`src/rtl/button_event_ctrl_if.sv`:
```
// Event port between the button event controller and its consumer.
// valid/ready handshake plus a registered drop pulse.
interface button_event_ctrl_if #(
    parameter int NUM_BTNS = 4
);
    localparam int IDX_W = (NUM_BTNS > 1) ? $clog2(NUM_BTNS) : 1;

    logic             evt_valid;
    logic             evt_ready;
    logic [IDX_W-1:0] evt_btn;
    logic [1:0]       evt_type;
    logic             evt_drop;

    modport master (
        output evt_valid,
        output evt_btn,
        output evt_type,
        output evt_drop,
        input  evt_ready
    );

    modport slave (
        input  evt_valid,
        input  evt_btn,
        input  evt_type,
        input  evt_drop,
        output evt_ready
    );
endinterface

```
`src/rtl/button_event_ctrl.sv`:
```
// Turns debounced button levels into PRESS/HOLD/RELEASE events. Each channel
// keeps pending flags, and a round-robin arbiter serialises them onto one port.
module button_event_ctrl #(
    parameter int NUM_BTNS   = 4,
    parameter int HOLD_COUNT = 12_000_000
) (
    input  logic                sys_clk,
    input  logic                rst,
    input  logic [NUM_BTNS-1:0] btn_in,
    button_event_ctrl_if.master evt
);
    localparam int IDX_W = (NUM_BTNS > 1) ? $clog2(NUM_BTNS) : 1;
    localparam int CNT_W = (HOLD_COUNT > 2) ? $clog2(HOLD_COUNT) : 1;
    localparam logic [CNT_W-1:0] HOLD_LAST = CNT_W'(HOLD_COUNT - 1);
    localparam logic [CNT_W-1:0] HOLD_PRE  = CNT_W'(HOLD_COUNT - 2);

    typedef enum logic [1:0] {
        EVT_NONE    = 2'b00,
        EVT_PRESS   = 2'b01,
        EVT_RELEASE = 2'b10,
        EVT_HOLD    = 2'b11
    } evt_type_e;

    logic [NUM_BTNS-1:0] prev;
    logic [NUM_BTNS-1:0] pend_p, pend_h, pend_r;
    logic [NUM_BTNS-1:0] set_p, set_h, set_r;
    logic [NUM_BTNS-1:0] gnt_p, gnt_h, gnt_r;
    logic [CNT_W-1:0]    hold_cnt [NUM_BTNS];
    logic [IDX_W-1:0]    rr_ptr, rr_next, gnt_idx, cand;
    evt_type_e           gnt_type;
    logic                gnt_found, slot_free;

    // HOLD fires on the edge where the counter reaches its saturation value,
    // so it can only happen once per press.
    always_comb begin
        set_p = btn_in & ~prev;
        set_r = ~btn_in & prev;
        set_h = '0;
        for (int unsigned i = 0; i < NUM_BTNS; i++) begin
            set_h[i] = btn_in[i] & prev[i] & (hold_cnt[i] == HOLD_PRE);
        end
    end

    always_comb begin
        slot_free = ~evt.evt_valid | evt.evt_ready;
        gnt_found = 1'b0;
        gnt_idx   = '0;
        gnt_type  = EVT_NONE;
        cand      = '0;
        gnt_p     = '0;
        gnt_h     = '0;
        gnt_r     = '0;
        for (int unsigned i = 0; i < NUM_BTNS; i++) begin
            cand = IDX_W'((32'(rr_ptr) + i) % NUM_BTNS);
            if (!gnt_found && (pend_p[cand] | pend_h[cand] | pend_r[cand])) begin
                gnt_found = 1'b1;
                gnt_idx   = cand;
                if (pend_p[cand])      gnt_type = EVT_PRESS;
                else if (pend_h[cand]) gnt_type = EVT_HOLD;
                else                   gnt_type = EVT_RELEASE;
            end
        end
        if (slot_free && gnt_found) begin
            gnt_p[gnt_idx] = (gnt_type == EVT_PRESS);
            gnt_h[gnt_idx] = (gnt_type == EVT_HOLD);
            gnt_r[gnt_idx] = (gnt_type == EVT_RELEASE);
        end
        rr_next = (gnt_idx == IDX_W'(NUM_BTNS - 1)) ? '0 : gnt_idx + IDX_W'(1);
    end

    always_ff @(posedge sys_clk) begin
        if (rst) begin
            prev          <= '0;
            pend_p        <= '0;
            pend_h        <= '0;
            pend_r        <= '0;
            rr_ptr        <= '0;
            evt.evt_valid <= 1'b0;
            evt.evt_btn   <= '0;
            evt.evt_type  <= '0;
            evt.evt_drop  <= 1'b0;
            for (int unsigned i = 0; i < NUM_BTNS; i++) begin
                hold_cnt[i] <= '0;
            end
        end else begin
            prev <= btn_in;
            // A flag being granted this edge can take a new set without loss.
            pend_p <= (pend_p & ~gnt_p) | set_p;
            pend_h <= (pend_h & ~gnt_h) | set_h;
            pend_r <= (pend_r & ~gnt_r) | set_r;
            evt.evt_drop <= |((set_p & pend_p & ~gnt_p) |
                              (set_h & pend_h & ~gnt_h) |
                              (set_r & pend_r & ~gnt_r));
            for (int unsigned i = 0; i < NUM_BTNS; i++) begin
                if (btn_in[i] != prev[i]) begin
                    hold_cnt[i] <= '0;
                end else if (btn_in[i] && hold_cnt[i] != HOLD_LAST) begin
                    hold_cnt[i] <= hold_cnt[i] + CNT_W'(1);
                end
            end
            if (slot_free) begin
                if (gnt_found) begin
                    evt.evt_valid <= 1'b1;
                    evt.evt_btn   <= gnt_idx;
                    evt.evt_type  <= gnt_type;
                    rr_ptr        <= rr_next;
                end else begin
                    evt.evt_valid <= 1'b0;
                end
            end
        end
    end
endmodule

```
`src/flat_wrapper.sv`:
```
// flat-port wrapper written by rule: the top's interface ports become plain ports
module button_event_ctrl_flat 
#(
    parameter int NUM_BTNS   = 4,
    parameter int HOLD_COUNT = 12_000_000
)
  (sys_clk, rst, btn_in, evt_evt_valid, evt_evt_btn, evt_evt_type, evt_evt_drop, evt_evt_ready);
  button_event_ctrl_if #(.NUM_BTNS(NUM_BTNS)) evt_i ();
  input  logic sys_clk;
  input  logic rst;
  input  logic [NUM_BTNS-1:0] btn_in;
  output wire logic [$bits(evt_i.evt_valid)-1:0] evt_evt_valid;
  output wire logic [$bits(evt_i.evt_btn)-1:0] evt_evt_btn;
  output wire logic [$bits(evt_i.evt_type)-1:0] evt_evt_type;
  output wire logic [$bits(evt_i.evt_drop)-1:0] evt_evt_drop;
  input wire logic [$bits(evt_i.evt_ready)-1:0] evt_evt_ready;
  assign evt_evt_valid = evt_i.evt_valid;
  assign evt_evt_btn = evt_i.evt_btn;
  assign evt_evt_type = evt_i.evt_type;
  assign evt_evt_drop = evt_i.evt_drop;
  assign evt_i.evt_ready = evt_evt_ready;
  button_event_ctrl #(.NUM_BTNS(NUM_BTNS), .HOLD_COUNT(HOLD_COUNT)) u_core (.sys_clk(sys_clk), .rst(rst), .btn_in(btn_in), .evt(evt_i));
endmodule
```
`config.mk`:
```
export PLATFORM = sky130hd
export DESIGN_NAME = button_event_ctrl_flat
export DESIGN_NICKNAME = d
export VERILOG_FILES = /design/src/rtl/button_event_ctrl_if.sv /design/src/rtl/button_event_ctrl.sv /design/src/flat_wrapper.sv
export SDC_FILE = /design/constraint.sdc
export NUM_CORES = 1
export LEC_CHECK = 0
export BUFFER_PORTS_ARGS = -buffer_cell sky130_fd_sc_hd__buf_2
export CAP_MARGIN = 0
export CORE_ASPECT_RATIO = 0.7
export CORE_MARGIN = 2
export CORE_UTILIZATION = 47
export DETAILED_ROUTE_END_ITERATION = 10
export PLACE_DENSITY = 0.67
export SYNTH_ARGS = -nofsm -noshare
export SYNTH_HDL_FRONTEND = slang
export SYNTH_SLANG_ARGS = --single-unit
```
`constraint.sdc`:
```
create_clock -name sys_clk -period 4.36 [get_ports sys_clk]
set_clock_uncertainty 0.15 [all_clocks]
set_input_delay 0.872 -clock sys_clk [delete_from_list [all_inputs] [get_ports sys_clk]]
set_output_delay 0.872 -clock sys_clk [all_outputs]
set_load 0.01 [all_outputs]
```
== Word-level counts from Yosys, hierarchy flattened ==
Memories as Yosys holds them, arrays and structs flattened.
Cells that the tools add are included.
Storage, ports and cells
  memories kept: 1
  bits in read-only memories: 0
  input port bits: 7
  flip-flop bits (word level): 24
  latch bits: 0
  memory bits (writable): 96
Cells by class
  magnitude comparators: 6
  muxes and demuxes: 89
  reductions and logical operators: 14
  equal/unequal tests: 16
  divide/modulo/power cells: 0
  bitwise logic cells: 50
  shift-type cells: 0
  add/sub/neg operators: 8
  $mul: 0
Memories
  u_core.hold_cnt: depth 4, width 24, read ports 4, clocked after memory_dff 0, write ports 4, line button_event_ctrl.sv:28  | logic [CNT_W-1:0] hold_cnt [NUM_BTNS];
Operators by type and width (number)
  $mux W24: 8
  $add A24 B1 Y24 const B: 4
  $eq A24 B24 Y1 const B: 4
  $ne A24 B24 Y1 const B: 4
  $and A4 B4 Y4: 14
  $mux W1: 52
  $mux W2: 13
  $bmux W1 S2: 12
  $not A4 Y4: 5
  $or A4 B4 Y4: 5
  $or A1 B1 Y1: 17
  $lt A2 B3 Y1 const B: 5
  $mux W4: 3
  $logic_and A1 B1 Y1: 9
  $and A1 B1 Y1: 8
  $eq A2 B2 Y1 const B: 3
  $add A2 B1 Y2 const B: 2
  $add A2 B2 Y2 const B: 2
  $ne A1 B1 Y1: 4
  $reduce_or A4 Y1: 1
  $logic_not A1 Y1: 3
  $demux W1 S2: 1
  $eq A2 B1 Y1 const B: 1
  $ge A2 B1 Y1 const B: 1
  other kinds (2): 2

== Logic depth before layout (Yosys ltp) ==
Gate-level depths: netlist of run 1.
  depth after elaboration: 25
  depth in mapped cells: 15
  gate-level depth less buffers: 13

== Least setup slack after synthesis of run 1 ==
Ideal clock, no wire load.
  path kind: register to register
  from: register u_core.rr_ptr[1]
  to: register u_core.evt.evt_drop
  path slack: 1.087 ns
  cell stages (with the launch flop): 14
  buffers on the path: 2
  required time: 4.073 ns
  data arrival time: 2.986 ns
  period minus slack after synthesis: 3.273 ns
  cells stage by stage: dfxtp_1 -> buf_6 -> mux4_1 -> or3_1 -> clkbuf_1 -> a221oi_1 -> a21oi_1 -> a211oi_2 -> ha_1 -> nand2_1 -> o21ai_0 -> o221ai_1 -> a21oi_1 -> a41oi_2
On the way
  longest elaborated chain between the ends: 25
  elaborated cells on any way between the ends: 85
  classes of those cells: add/sub: 3; order compare: 2; eq/ne: 3; mux: 49; bitwise: 19; reduce/logical: 9
RTL lines
  start: declaration: line button_event_ctrl.sv:29  | logic [IDX_W-1:0] rr_ptr, rr_next, gnt_idx, cand;
  start signal: assignment: line button_event_ctrl.sv:106  | rr_ptr <= rr_next;
  parallel branches: the longest is 23 deep, another holds $add A2 B1 Y2
  $or A4 B4 Y4 (*): line button_event_ctrl.sv:92  | (set_h & pend_h & ~gnt_h) |
  $reduce_or A4 Y1 (*): line button_event_ctrl.sv:91  | evt.evt_drop <= |((set_p & pend_p & ~gnt_p) |
  end signal: assignment: line button_event_ctrl.sv:91
  end: declaration: line button_event_ctrl_if.sv:18  | output evt_drop,
Mark *: on every way between the ends. The select of a mux whose other input is x is not followed.
A chain may end at the register's enable or synchronous reset.

== Final worst setup path of run 1 ==
Ends and elaborated chain as after synthesis.

==> out/results.ini, run 1 <==
[power_and_ir_drop]
p_leak_nw = 2.77
combinationalPowerShare = 0.232
pwr-share-seq = 0.420
p_switching_mw = 1.10
intPower_mw = 2.47
ir_drop_mv = 0.236
power_density_nw_per_um2 = 463
clock_power_share = 0.348
switching_share = 0.308

[cts]
cts_hold_buf = 0
clkTransAtPathRegs_ps = 50
tritoncts = built
skew_pair_late_insertion_delay_ps = 410
clock_tree.buffer_depth = 2
clock_sinks = 120
ctsRootBufferMaster = sky130_fd_sc_hd__clkbuf_16
cts_buffers = 17
post_cts.repair.setup_buffers = 0
cts_htree_levels = 4
number_of_cells_upsized_or_downsized_after_cts = 0

[sta]
setup_total_negative_slack_ps = 0
timing.max_slew.rel_slack = 0.223
rsz0062_at_grt = false
timing_hold_violations_final = 0
drv_slew = 0
final_min_period_over_clock_period = 0.859
fmax_ghz = 0.267
final_critical_path_setup_slack_ps = 615
setup_violations = 0
timing_worst_slew_pin_value_ps = 1160
post-route-min-period_ps = 3740

[job]
max_cap_violations = 0

[synthesis]
netlist_instances = 674
ys_types = 59
synth.largest_area_cell = sky130_fd_sc_hd__edfxtp_1
synth.cell_area_sq_um = 6910
biggest_area_contributors_in_the_synthesized_netlist = sky130_fd_sc_hd__edfxtp_1 (42%), sky130_fd_sc_hd__dfxtp_1 (7.0%), sky130_fd_sc_hd__xor2_1 (6.6%)
yosys-mux-area-fraction = 0.0418
synth_async_sr_flop_share = 0
synth_xor_xnor_area_share = 0.103
avgSynthCellArea_sq_um = 10.3
yosys.area.top_type_share = 0.417
yosys_register_bits = 120
yosys_most_used_dff = sky130_fd_sc_hd__edfxtp_1
yosys_warnings = 0
synth_edf_count = 96
post_synth_net_total = 705
yosys.area_share.simple = 0.227
synth-compound-area-share = 0.0686
synth_top_family_by_area = simple AND/OR/NAND/NOR gates
synth-adder-area-share = 0.0435
synth_sequential_area_ratio = 0.487

[status]
run_status = completed

[placed_design]
buffer_ports.inserted = 12
gpl.final_weighted_congestion = 0.804
placed_cells = 873
hpwlAfterDp_um = 9240
place_worst_setup_slack_ps = 670

[floorplan]
floorplan.die.width_um = 149
rows = 37
design.portCount = 13
core_area_sq_um = 14500
die_height_um = 105
initial_core_util = 0.475
fp.dieArea_sq_um = 15700

[critical_path]
crit_path_max_fanout = 9
cp-end-kind = register
worstSetupPathType = reg -> reg
worst_path_arrival_ps = 3880
cp_data_required_time_ps = 4500
start_kind = register

[route]
drc = 0
route.top_layer_used = met4
detailed_router_s_first_iteration_violation_count = 371
detailroute.wirelength.met2_um = 5700
vias_per_cell = 5.49
finalWirelength_um = 13400
ant_nets = 0
drt-wirelength-per-cell_um = 14.8
dr.pass1.iters = 5
detailroute.via_count = 4968
met1_length_um = 6940
met3_wirelength_um = 650

[hold_path]
timing.hold.worst.class = reg -> reg

[layout]
num_antenna_cells = 0
area_of_combinational_cells_with_multiple_inputs_sq_um = 3340
drive_gt1_frac = 0.0944
nets = 728
instances_no_fill = 905
fillCellCount = 1288
post-route-util = 0.531
area_delta_synth_final_pct = 11.6
area.sequential_sq_um = 3360

[global_route]
globalRouteOverflowTotal = 0
global_route.usage.total = 0.183
grt_pass1_wl_um = 22900
antenna_violations_before_repair = 0
via_count_of_the_first_global_routing_pass = 4660
grt_start_max_net_pins = 29

synth_stat cells, drive strengths merged (2+ instances only):
master  instances
a211oi          4
dfxtp          24
o22a            2
buf             5
a22oi           3
and3           16
xor2           52
a22o            3
nand2          55
nor2b           3
o21a            2
nor3b           2
nor4b           4
nand4          16
edfxtp         96
nor4            5
clkbuf         13
o21ai          22
or3            11
nand2b          2
nor4bb          3
and2            4
inv            29
a21oi          25
ha             24
o21bai          3
nor3           14
xnor2          29
nand3          43
mux4           12
a41oi           2
and4            9
nand3b          2
nor2          121
nand4b          2
o22ai           2
registers in the layout, summed over array words and instances, names as in the netlist:
register and cells:
u_core.rr_ptr 2, u_core.hold_cnt 96, u_core.evt.evt_drop 1, u_core.evt.evt_btn 2, u_core.pend_r 4, u_core.prev 4, u_core.evt.evt_valid 1, u_core.pend_p 4
u_core.pend_h 4, u_core.evt.evt_type 2
cells in the final DEF (no fill, tap or decap), drive strengths merged, types with 4 or more instances in the layout:
cell and count:
nor2 121, edfxtp 96, nand2 55, xor2 52, nand3 43, inv 29
xnor2 29, a21oi 25, ha 24, dfxtp 24, o21ai 22, buf 22
clkbuf 19, nand4 16, and3 16, nor3 14, mux4 12, or3 11
clkinv 11, and4 9, nor4 5, nor4b 4, and2 4, a211oi 4
logic make-up (layout without fill, tap and decap cells):
kind of cell / Yosys count / in the layout
and+or+nand+nor: 316 / 316
buffers and inverters: 47 / 83
AOI/OAI and AO/OA: 74 / 74
muxes: 12 / 12
adders and majority gates: 24 / 24
DFF: 120 / 120
xor gates and xnor gates: 81 / 81
worst max-delay path, cell delays in order, from the launching register on:
cell	delay, ps
sky130_fd_sc_hd__dfxtp_1	540
sky130_fd_sc_hd__mux4_1	690
sky130_fd_sc_hd__or3_1	430
sky130_fd_sc_hd__a221oi_1	330
sky130_fd_sc_hd__a21oi_1	90
sky130_fd_sc_hd__a211oi_2	360
sky130_fd_sc_hd__ha_1	220
sky130_fd_sc_hd__nand2_1	80
sky130_fd_sc_hd__o21ai_0	280
sky130_fd_sc_hd__o221ai_1	150
sky130_fd_sc_hd__a21oi_1	160
sky130_fd_sc_hd__a41oi_2	130
power by group through the flow:
stage	clock network, mW	logic, mW	registers, mW
after detailed placement	0	0.814	1.52
after global routing	1.32	0.918	1.52
final	1.24	0.829	1.50
after CTS	1.27	0.822	1.50
after floorplan	0	0.648	1.48
after global placement	0	0.790	1.51
metrics by stage:
step | total power [mW] | hold WS, ps | instance area, sq um
final | 3.57 | 312 | 7710
after global routing | 3.76 | 340 | 7710
after CTS | 3.59 | 316 | 7710
after detailed placement | 2.33 | 309 | 7190
after global placement | 2.30 | 295 | 7190
after floorplan | 2.13 | 331 | 6910
cell type report:
type                    count  share of cell area
flip-flops and latches    120               0.436
multi-input cells         507               0.433
clock buffers              19              0.0561
well taps                 195              0.0316
repair buffers             22              0.0175
inverters                  29              0.0141
clock inverters            13              0.0114
path summary, 6_finish.rpt:
| kind | cells past startpoint | endpoint | slack, ps | from |
|---|---|---|---|---|
| worst max register to register | 11 | u_core.evt.evt_drop | 620 | u_core.rr_ptr[1] |
| worst max-delay path | 11 | u_core.evt.evt_drop | 620 | u_core.rr_ptr[1] |
| worst min-delay path | 2 | u_core.evt.evt_type[1] | 310 | u_core.evt.evt_type[1] |
| worst min register to register | 2 | u_core.evt.evt_type[1] | 310 | u_core.evt.evt_type[1] |
layer usage:
metal,vias up,GRT usage
li1,2466,-
met1,2369,0.271
met2,123,0.255
met3,10,0.0597
met4,0,0.0503
met5,-,0
Power figures use the tool's default switching activity.
==> run 2: changes to the inputs <==
--- a/config.mk
+++ b/config.mk
@@ -7,7 +7,7 @@
 export LEC_CHECK = 0
 export BUFFER_PORTS_ARGS = -buffer_cell sky130_fd_sc_hd__buf_2
 export CAP_MARGIN = 0
-export CORE_ASPECT_RATIO = 0.7
+export CORE_ASPECT_RATIO = 2
 export CORE_MARGIN = 2
 export CORE_UTILIZATION = 47
 export DETAILED_ROUTE_END_ITERATION = 10
==> out/results.ini, run 2 (synthesized netlist as in run 1, its figures left out) <==
[status]
run_status = completed

[cts]
cts_buffers = 17
tritoncts = built
number_of_cells_upsized_or_downsized_after_cts = 0
clock_tree.buffer_depth = 2
cts_hold_buf = 0
clkTransAtPathRegs_ps = 60
cts_htree_levels = 4
clock_sinks = 120
skew_pair_late_insertion_delay_ps = 430
post_cts.repair.setup_buffers = 0
ctsRootBufferMaster = sky130_fd_sc_hd__clkbuf_16

[placed_design]
gpl.final_weighted_congestion = 0.928
hpwlAfterDp_um = 10100
buffer_ports.inserted = 12

[critical_path]
cp_top_family = compound AO/OA/AOI/OAI gates
path_common_cell = sky130_fd_sc_hd__a21oi_1
start_kind = register
worst_path_arrival_ps = 3790
crit_path_top_delay_cell = sky130_fd_sc_hd__dfxtp_1
worstSetupPathType = reg -> reg
cpPeakStageDelay_ps = 620
buffers_and_inverters_on_the_worst_path = 0
crit_chain = mux4_2 -> or3_1 -> a221oi_1 -> a21oi_1 -> a211oi_2 -> ha_1 -> nand2_1 -> o21ai_0 -> o221ai_1 -> a21oi_1 -> a41oi_2
cp_data_required_time_ps = 4490
crit_path_max_fanout = 10
cp-end-kind = register

[floorplan]
core_area_sq_um = 14400
floorplan.die.width_um = 89.7
rows = 62
initial_core_util = 0.482
die_height_um = 175
fp.dieArea_sq_um = 15700
design.portCount = 13

[power_and_ir_drop]
ir_drop_mv = 0.285
p_leak_nw = 2.80
power_density_nw_per_um2 = 485

[global_route]
globalRouteOverflowTotal = 0
antenna_violations_before_repair = 0
global_route.usage.total = 0.189
grt_pass1_wl_um = 23800
via_count_of_the_first_global_routing_pass = 5138
grt_start_max_net_pins = 31

[layout]
layout_commonest_cell = sky130_fd_sc_hd__nor2_1
nets = 728
largest_register_ffs = 96
layout_common_cells = sky130_fd_sc_hd__nor2_1 (121), sky130_fd_sc_hd__edfxtp_1 (96), sky130_fd_sc_hd__nand2_1 (53)
num_antenna_cells = 0
largest_reg_by_ff_count = u_core.hold_cnt
drive_gt1_frac = 0.103
area_delta_synth_final_pct = 12.7

[route]
drc = 0
detailroute.via_count = 5078
drt-wirelength-per-cell_um = 16.1
dr.pass1.iters = 4
detailed_router_s_first_iteration_violation_count = 245
ant_nets = 0
vias_per_cell = 5.63
finalWirelength_um = 14500

[sta]
rsz0062_at_grt = false
finalHoldWorstSlack_ps = 308
setup_total_negative_slack_ps = 0
fmax_ghz = 0.273
timing.max_slew.rel_slack = 0.203
setup_violations = 0
drv_slew = 0
timing_worst_slew_pin_value_ps = 1190
timing_hold_violations_final = 0
post-route-min-period_ps = 3660
final_min_period_over_clock_period = 0.840

[job]
max_cap_violations = 0

[hold_path]
timing.hold.worst.class = reg -> reg

==> run 2: layout make-up <==
cell class	count	area, sq um
Inverter	29	109
Sequential cell	120	3360
Fill cell	1249	6560
Clock inverter	13	144
Timing Repair Buffer	22	135
Clock buffer	19	453
Tap cell	192	240
Multi-Input combinational cell	507	3340
==> run 2: tightest hold or removal path: stages, from the launching register on <==
cell and delay, ps:
sky130_fd_sc_hd__dfxtp_1 310, sky130_fd_sc_hd__nand2_1 50, sky130_fd_sc_hd__a21oi_1 50
==> run 2: per-layer routing <==
metal	wire [um]	share of wire	up-vias	track usage
met5	0	0	-	0
met4	604	0.042	0	0.105
met3	415	0.029	48	0.0485
met2	7850	0.54	94	0.350
met1	5620	0.39	2464	0.191
li1	-	-	2472	-
==> run 2: report_power, final <==
| part | internal [mW] | switching (mW) |
|---|---|---|
| clock | 0.877 | 0.540 |
| combinational | 0.348 | 0.509 |
| sequential | 1.37 | 0.135 |
| total | 2.59 | 1.18 |
==> run 2: final timing paths <==
check	from	endpoint	slack, ps	cells past startpoint
max	u_core.rr_ptr[0]	u_core.evt.evt_drop	700	11
min	u_core.evt.evt_type[1]	u_core.evt.evt_type[1]	310	2
max reg2reg	u_core.rr_ptr[0]	u_core.evt.evt_drop	700	11
min reg2reg	u_core.evt.evt_type[1]	u_core.evt.evt_type[1]	310	2
==> run 2: metrics by stage <==
step	power [mW]	std cells	setup slack, ps	utilization	area (sq um)
6_report	3.78	902	697	0.543	7790
5_1_grt	3.94	902	359	0.543	7790
4_1_cts	3.78	902	684	0.543	7790
3_5_place_dp	2.37	870	705	0.501	7190
3_3_place_gp	2.34	870	820	0.501	7190
2_1_floorplan	2.13	674	1090	-	6910
